## config.mk

```make
export PLATFORM = sky130hd
export DESIGN_NAME = rpn_sequencer
export DESIGN_NICKNAME = d
export VERILOG_FILES = /design/src/rtl/rpn_pkg.sv /design/src/rtl/rpn_shift_mul.sv /design/src/rtl/rpn_sequencer.sv
export SDC_FILE = /design/constraint.sdc
export NUM_CORES = 1
export LEC_CHECK = 0
export CAP_MARGIN = 20
export CORE_MARGIN = 3
export CORE_UTILIZATION = 37
export DETAILED_ROUTE_END_ITERATION = 7
export SETUP_SLACK_MARGIN = 0.15
export SYNTH_ARGS = -nofsm -noshare
export SYNTH_HDL_FRONTEND = slang
export SYNTH_SLANG_ARGS = --single-unit
export TNS_END_PERCENT = 1
```

## constraint.sdc

```tcl
create_clock -name clock -period 19.1 [get_ports clock]
set_input_delay 5.73 -clock clock [delete_from_list [all_inputs] [get_ports clock]]
set_output_delay 5.73 -clock clock [all_outputs]
set_load 0.01 [all_outputs]
```

## src/rtl/rpn_pkg.sv

```systemverilog
// Shared key-id codes, FSM states and key decoding helpers for the RPN calculator sequencer.
package rpn_pkg;

    localparam logic [3:0] KEY_0   = 4'b0011;
    localparam logic [3:0] KEY_1   = 4'b0000;
    localparam logic [3:0] KEY_2   = 4'b0100;
    localparam logic [3:0] KEY_3   = 4'b1000;
    localparam logic [3:0] KEY_4   = 4'b0001;
    localparam logic [3:0] KEY_5   = 4'b0101;
    localparam logic [3:0] KEY_6   = 4'b1001;
    localparam logic [3:0] KEY_7   = 4'b0010;
    localparam logic [3:0] KEY_8   = 4'b0110;
    localparam logic [3:0] KEY_9   = 4'b1010;
    localparam logic [3:0] KEY_EQ  = 4'b1100;
    localparam logic [3:0] KEY_ADD = 4'b1101;
    localparam logic [3:0] KEY_SUB = 4'b1110;
    localparam logic [3:0] KEY_MUL = 4'b1111;

    typedef enum logic [1:0] {
        IDLE,
        EXEC,
        MUL,
        RELEASE
    } state_t;

    function automatic logic is_digit(input logic [3:0] id);
        logic result;
        case (id)
            KEY_0, KEY_1, KEY_2, KEY_3, KEY_4,
            KEY_5, KEY_6, KEY_7, KEY_8, KEY_9: result = 1'b1;
            default:                           result = 1'b0;
        endcase
        return result;
    endfunction

    function automatic logic is_command(input logic [3:0] id);
        return (id[3:2] == 2'b11);
    endfunction

    function automatic logic [3:0] digit_value(input logic [3:0] id);
        logic [3:0] result;
        case (id)
            KEY_0:   result = 4'd0;
            KEY_1:   result = 4'd1;
            KEY_2:   result = 4'd2;
            KEY_3:   result = 4'd3;
            KEY_4:   result = 4'd4;
            KEY_5:   result = 4'd5;
            KEY_6:   result = 4'd6;
            KEY_7:   result = 4'd7;
            KEY_8:   result = 4'd8;
            KEY_9:   result = 4'd9;
            default: result = 4'd0;
        endcase
        return result;
    endfunction

endpackage

```

## src/rtl/rpn_shift_mul.sv

```systemverilog
// Iterative shift-add multiplier: one multiplier bit per clock, LSB first, low WIDTH bits kept.
module rpn_shift_mul #(
    parameter int WIDTH = 32
) (
    input  logic             clock,
    input  logic             reset,
    input  logic             start,
    input  logic [WIDTH-1:0] a,
    input  logic [WIDTH-1:0] b,
    output logic             done,
    output logic [WIDTH-1:0] product
);
    localparam int CW = $clog2(WIDTH + 1);

    logic [WIDTH-1:0] multiplicand;
    logic [WIDTH-1:0] multiplier;
    logic [WIDTH-1:0] acc;
    logic [WIDTH-1:0] acc_step;
    logic [CW-1:0]    remaining;

    // The final product is presented combinationally during the last iteration,
    // so the caller can register it without an extra cycle.
    assign acc_step = multiplier[0] ? (acc + multiplicand) : acc;
    assign done     = (remaining == CW'(1));
    assign product  = acc_step;

    always_ff @(posedge clock or posedge reset) begin
        if (reset) begin
            multiplicand <= '0;
            multiplier   <= '0;
            acc          <= '0;
            remaining    <= '0;
        end else if (start) begin
            multiplicand <= a;
            multiplier   <= b;
            acc          <= '0;
            remaining    <= CW'(WIDTH);
        end else if (remaining != '0) begin
            acc          <= acc_step;
            multiplicand <= multiplicand << 1;
            multiplier   <= multiplier >> 1;
            remaining    <= remaining - CW'(1);
        end
    end

endmodule

```

## src/rtl/rpn_sequencer.sv

```systemverilog
// Turns each fresh numpad press into exactly one guarded stack transaction
// (push / pop / write pulses plus write data) for the RPN operand stack.
module rpn_sequencer
    import rpn_pkg::*;
#(
    parameter int WIDTH = 32,
    parameter int DEPTH = 32
) (
    input  logic             clock,
    input  logic             reset,
    input  logic [4:0]       key,
    input  logic [WIDTH-1:0] top,
    input  logic [WIDTH-1:0] next,
    input  logic [5:0]       count,
    output logic             push,
    output logic             pop,
    output logic             write,
    output logic [WIDTH-1:0] value,
    output logic             busy,
    output logic             error
);
    state_t           state, state_next;
    logic             prev_valid;
    logic             press;
    logic [3:0]       key_id;
    logic [WIDTH-1:0] top_q, next_q;
    logic [5:0]       count_q;
    logic             push_d, pop_d, write_d, error_d;
    logic [WIDTH-1:0] value_d;
    logic             mul_start, mul_done;
    logic [WIDTH-1:0] mul_product;
    logic [WIDTH+3:0] digit_sum;
    logic             digit_overflow;
    logic             operands_short;

    // Rising edge of key-valid only; unused ids never leave IDLE.
    assign press = (state == IDLE) && key[4] && !prev_valid &&
                   (is_digit(key[3:0]) || is_command(key[3:0]));

    assign digit_sum      = ({4'b0000, top_q} << 3) + ({4'b0000, top_q} << 1) +
                            {{WIDTH{1'b0}}, digit_value(key_id)};
    assign digit_overflow = |digit_sum[WIDTH+3:WIDTH];
    assign operands_short = (count_q < 6'd2);
    assign busy           = (state != IDLE);

    always_ff @(posedge clock or posedge reset) begin
        if (reset) begin
            state <= IDLE;
        end else begin
            state <= state_next;
        end
    end

    always_comb begin
        state_next = state;
        case (state)
            IDLE:    if (press) state_next = EXEC;
            EXEC:    state_next = (key_id == KEY_MUL && !operands_short) ? MUL : RELEASE;
            MUL:     if (mul_done) state_next = RELEASE;
            RELEASE: if (!key[4]) state_next = IDLE;
            default: state_next = IDLE;
        endcase
    end

    always_comb begin
        push_d    = 1'b0;
        pop_d     = 1'b0;
        write_d   = 1'b0;
        value_d   = value;
        error_d   = error;
        mul_start = 1'b0;
        case (state)
            EXEC: begin
                if (is_digit(key_id)) begin
                    if (digit_overflow) begin
                        error_d = 1'b1;
                    end else begin
                        write_d = 1'b1;
                        value_d = digit_sum[WIDTH-1:0];
                        error_d = 1'b0;
                    end
                end else begin
                    case (key_id)
                        KEY_EQ: begin
                            if (count_q == 6'(DEPTH)) error_d = 1'b1;
                            else                      push_d  = 1'b1;
                        end
                        KEY_ADD, KEY_SUB: begin
                            if (operands_short) begin
                                error_d = 1'b1;
                            end else begin
                                pop_d   = 1'b1;
                                write_d = 1'b1;
                                value_d = (key_id == KEY_ADD) ? (next_q + top_q) : (next_q - top_q);
                            end
                        end
                        KEY_MUL: begin
                            if (operands_short) error_d   = 1'b1;
                            else                mul_start = 1'b1;
                        end
                        default: ;
                    endcase
                end
            end
            MUL: begin
                if (mul_done) begin
                    pop_d   = 1'b1;
                    write_d = 1'b1;
                    value_d = mul_product;
                end
            end
            default: ;
        endcase
    end

    // Operands are snapshotted at the press so stack changes cannot disturb a command in flight.
    always_ff @(posedge clock or posedge reset) begin
        if (reset) begin
            prev_valid <= 1'b0;
            key_id     <= '0;
            top_q      <= '0;
            next_q     <= '0;
            count_q    <= '0;
        end else begin
            prev_valid <= key[4];
            if (press) begin
                key_id  <= key[3:0];
                top_q   <= top;
                next_q  <= next;
                count_q <= count;
            end
        end
    end

    always_ff @(posedge clock or posedge reset) begin
        if (reset) begin
            push  <= 1'b0;
            pop   <= 1'b0;
            write <= 1'b0;
            value <= '0;
            error <= 1'b0;
        end else begin
            push  <= push_d;
            pop   <= pop_d;
            write <= write_d;
            value <= value_d;
            error <= error_d;
        end
    end

    rpn_shift_mul #(
        .WIDTH(WIDTH)
    ) u_shift_mul (
        .clock   (clock),
        .reset   (reset),
        .start   (mul_start),
        .a       (next_q),
        .b       (top_q),
        .done    (mul_done),
        .product (mul_product)
    );

endmodule

```

==> qor.csv <==
stage,metric,value,unit
drt,num_vias,13875,
drt,drt-met1-wl,22.4,mm
clock_tree,cts.sinks,215,
clock_tree,cts_htree_levels,1,
drt,highest_layer,met4,
clock_tree,root_buffer,clkbuf_16,
sta,slew_headroom,31.9,%
cells_and_area,multi_input_area,0.0101,mm2
floorplanning,die_area,0.0461,mm2
sta,post-route-period-util,39.8,%
synthesis,synth_area,0.0161,mm2
sta,rsz0062_at_grt,false,
floorplanning,num_io_pins,114,
setup_path,startpoint_type,flop,
synthesis,synth.distinct_cells,76,
cells_and_area,finalNetCount,2120,
clock_tree,cts_tree,yes,
cells_and_area,fillCellCount,4151,
setup_path,required,13.37,ns
clock_tree,cts_buffers,25,
synthesis,dominantRegCellSynth,dfrtp_1,
floorplanning,die_height,215,um
synthesis,synth_seq_cells,215,
sta,drv_slew,0,
drt,drt_iter0_drc,951,
global_routing,antenna_found_initial,0,
global_routing,grt_use_total,19.4,%
drt,wl_met2,20.6,mm
cells_and_area,area_delta_synth_final,14.7,%
global_routing,grt_pass1_wl,73.5,mm
setup_path,worstPathMaxFanout,5,
sta,tns,0,ns
clock_tree,post_cts_resized,0,
floorplanning,die_w,215,um
drt,ant_nets,0,
drt,remaining_drc_errors,0,
synthesis,synth_edf_count,0,
cells_and_area,ff_latch_area,0.00538,mm2
global_routing,grt_pass1_vias,13396,
setup_path,crit_top_cell,inv_1,
setup_path,crit_type,flop to primary output,
place,place.gp.congestion,0.903,
floorplanning,rows,75,
floorplanning,core_area,0.0425,mm2
cells_and_area,fin_util,43.5,%
clock_tree,postCtsHoldBufs,0,
synthesis,synthArstFlopShare,100,%
synthesis,syn_nets,2077,
run,maxCapViolCount,0,
floorplanning,start_util,37.9,%
synthesis,yosysSeqAreaShare,33.4,%
setup_path,slowest_delay,0.52,ns
place,io_buffer_count,113,
clock_tree,clk_path_buf_depth,3,
cells_and_area,drive_gt1_share,9.22,%
drt,routed_wl,45.9,mm
sta,worst_pin_slew,1.02,ns
sta,finalHoldViolations,0,
cells_and_area,num_antenna_cells,0,
drt,viasPerCell,5.56,
drt,dr_wl_met3,1.99,mm
setup_path,crit_path_top_delay_cell,clkdlybuf4s50_1,
sta,period_needed,7.60,ns
synthesis,syn_avg_cell_area,8.68,um2
global_routing,grt_max_degree,83,
synthesis,synthCells,1859,
global_routing,overflow,0,
setup_path,cp_cell_sequence,inv_1 -> ha_1 -> inv_1 -> clkdlybuf4s50_1,
drt,first_pass_iters,5,
place,hpwl,34.0,mm
sta,fmax,132,MHz
outcome,run_status,finished clean,
drt,wl_per_cell,18.4,um
setup_path,crit_arrival,1.87,ns
sta,setup_violations,0,
setup_path,crit_path_end_kind,primary output,
clock_tree,postCtsSetupBuffers,0,
clock_tree,cts.clk_slew.worst_paths,0.06,ns
clock_tree,clk_latency,0.55,ns
worst_hold_path,hp-class,flop to flop,
sta,skew,0.0197,ns
synthesis,ys_warn_count,0,
## stage by stage
stage,cells,setup slack [ns],hold WS [ns],area [um2]
floorplan,1859,7.49,0.459,16100
global placement,2452,11.18,0.481,17600
detailed placement,2452,11.14,0.489,17600
CTS,2497,11.47,0.501,18500
global route,2497,11.40,0.517,18500
finish,2497,11.50,0.497,18500
## routing by layer
layer / GRT usage, % / vias up
met5: 0 / -
met1: 28.5 / 6706
met2: 30.9 / 325
li1: - / 6787
met4: 4.55 / 0
met3: 1.92 / 57
## registers in the layout, indices dropped and copies added, names as in the netlist
name                      count
count_q                       6
error                         1
key_id                        4
next_q                       32
pop                           1
prev_valid                    1
push                          1
state                         2
top_q                        32
u_shift_mul.acc              32
u_shift_mul.multiplicand     32
u_shift_mul.multiplier       32
u_shift_mul.remaining         6
value                        32
write                         1
## Yosys cell counts (all sizes together), types with 11 or more instances
cell    number  area, um2
nor3        24        125
nand4       13       81.3
xnor2       70        613
a211oi      45        338
nand2      272       1020
dfrtp      215       5380
a21oi      133        677
clkbuf      97        364
a31oi       81        507
o21ai       98        490
xor2        39        342
ha         137       1710
mux2        99       1200
nor2       173        649
buf         11       92.6
a21o        39        293
inv         51        191
o21a        23        173
nand3       32        160
mux2i       25        250
o21bai      13       97.6
## logic make-up (layout without fill, tap and decap cells)
logic type	after synthesis	after routing	share of synthesized area (%)
DFF	215	215	33.4
and+or+nand+nor	586	586	15.7
muxes	124	124	9.02
adders and majority gates	141	141	11.1
xor gates and xnor gates	109	109	5.92
buffers and inverters	159	220	4.02
AOI/OAI and AO/OA	525	525	20.9
## worst paths after layout
check	from	cells past startpoint	slack [ns]	end
max in group asynchronous	reset	3	12.03	u_shift_mul.multiplier[24]$_DFFE_PP0P_
min in group asynchronous	reset	2	5.67	value[2]$_DFFE_PP0P_
setup reg to reg	key_id[1]$_DFFE_PP0P_	15	13.55	value[31]$_DFFE_PP0P_
hold reg to reg	count_q[0]$_DFFE_PP0P_	1	0.50	count_q[0]$_DFFE_PP0P_
hold / removal	count_q[0]$_DFFE_PP0P_	1	0.50	count_q[0]$_DFFE_PP0P_
setup / recovery	state[0]$_DFFE_PP0P_	4	11.50	busy
## critical path, delay by kind of cell (launching register included)
kind                     cells  cell delay (ns)
adder cells (fa/ha/maj)      1             0.24
flip-flops                   1             0.41
buffers and inverters        3             0.69
## layout make-up
class | count | area share [%]
clock buffers | 33 | 3.76
clock inverters | 12 | 0.825
inverters | 51 | 1.08
multi-input cells | 1485 | 54.8
flip-flops and latches | 215 | 29.1
well taps | 577 | 3.90
repair buffers | 124 | 6.56
## cell usage in the layout (no fill, tap or decap), types with 6 or more instances in the layout
| master | n |
|---|---|
| xor2_1 | 39 |
| nor2_1 | 172 |
| mux2_4 | 24 |
| clkdlybuf4s50_1 | 113 |
| a21o_1 | 39 |
| nand3b_1 | 7 |
| nor2b_1 | 9 |
| nand3_1 | 31 |
| nand2b_1 | 9 |
| o21bai_1 | 13 |
| o22ai_1 | 8 |
| xnor2_1 | 70 |
| mux2_2 | 75 |
| nor3_1 | 23 |
| o21a_1 | 23 |
| nand2_1 | 271 |
| and3_1 | 10 |
| o211ai_1 | 10 |
| a21oi_1 | 132 |
| dfrtp_1 | 214 |
| mux2i_1 | 25 |
| inv_1 | 50 |
| buf_4 | 11 |
| a31oi_1 | 81 |
| nand4_1 | 13 |
| a211oi_1 | 45 |
| clkbuf_16 | 25 |
| o21ai_0 | 93 |
| o31ai_1 | 9 |
| or3_1 | 10 |
| ha_1 | 136 |
| nor4_1 | 6 |
Power is left out: the tool's default activity adds up to more than one toggle a clock period on the data nets, which glitch-free logic cannot reach.
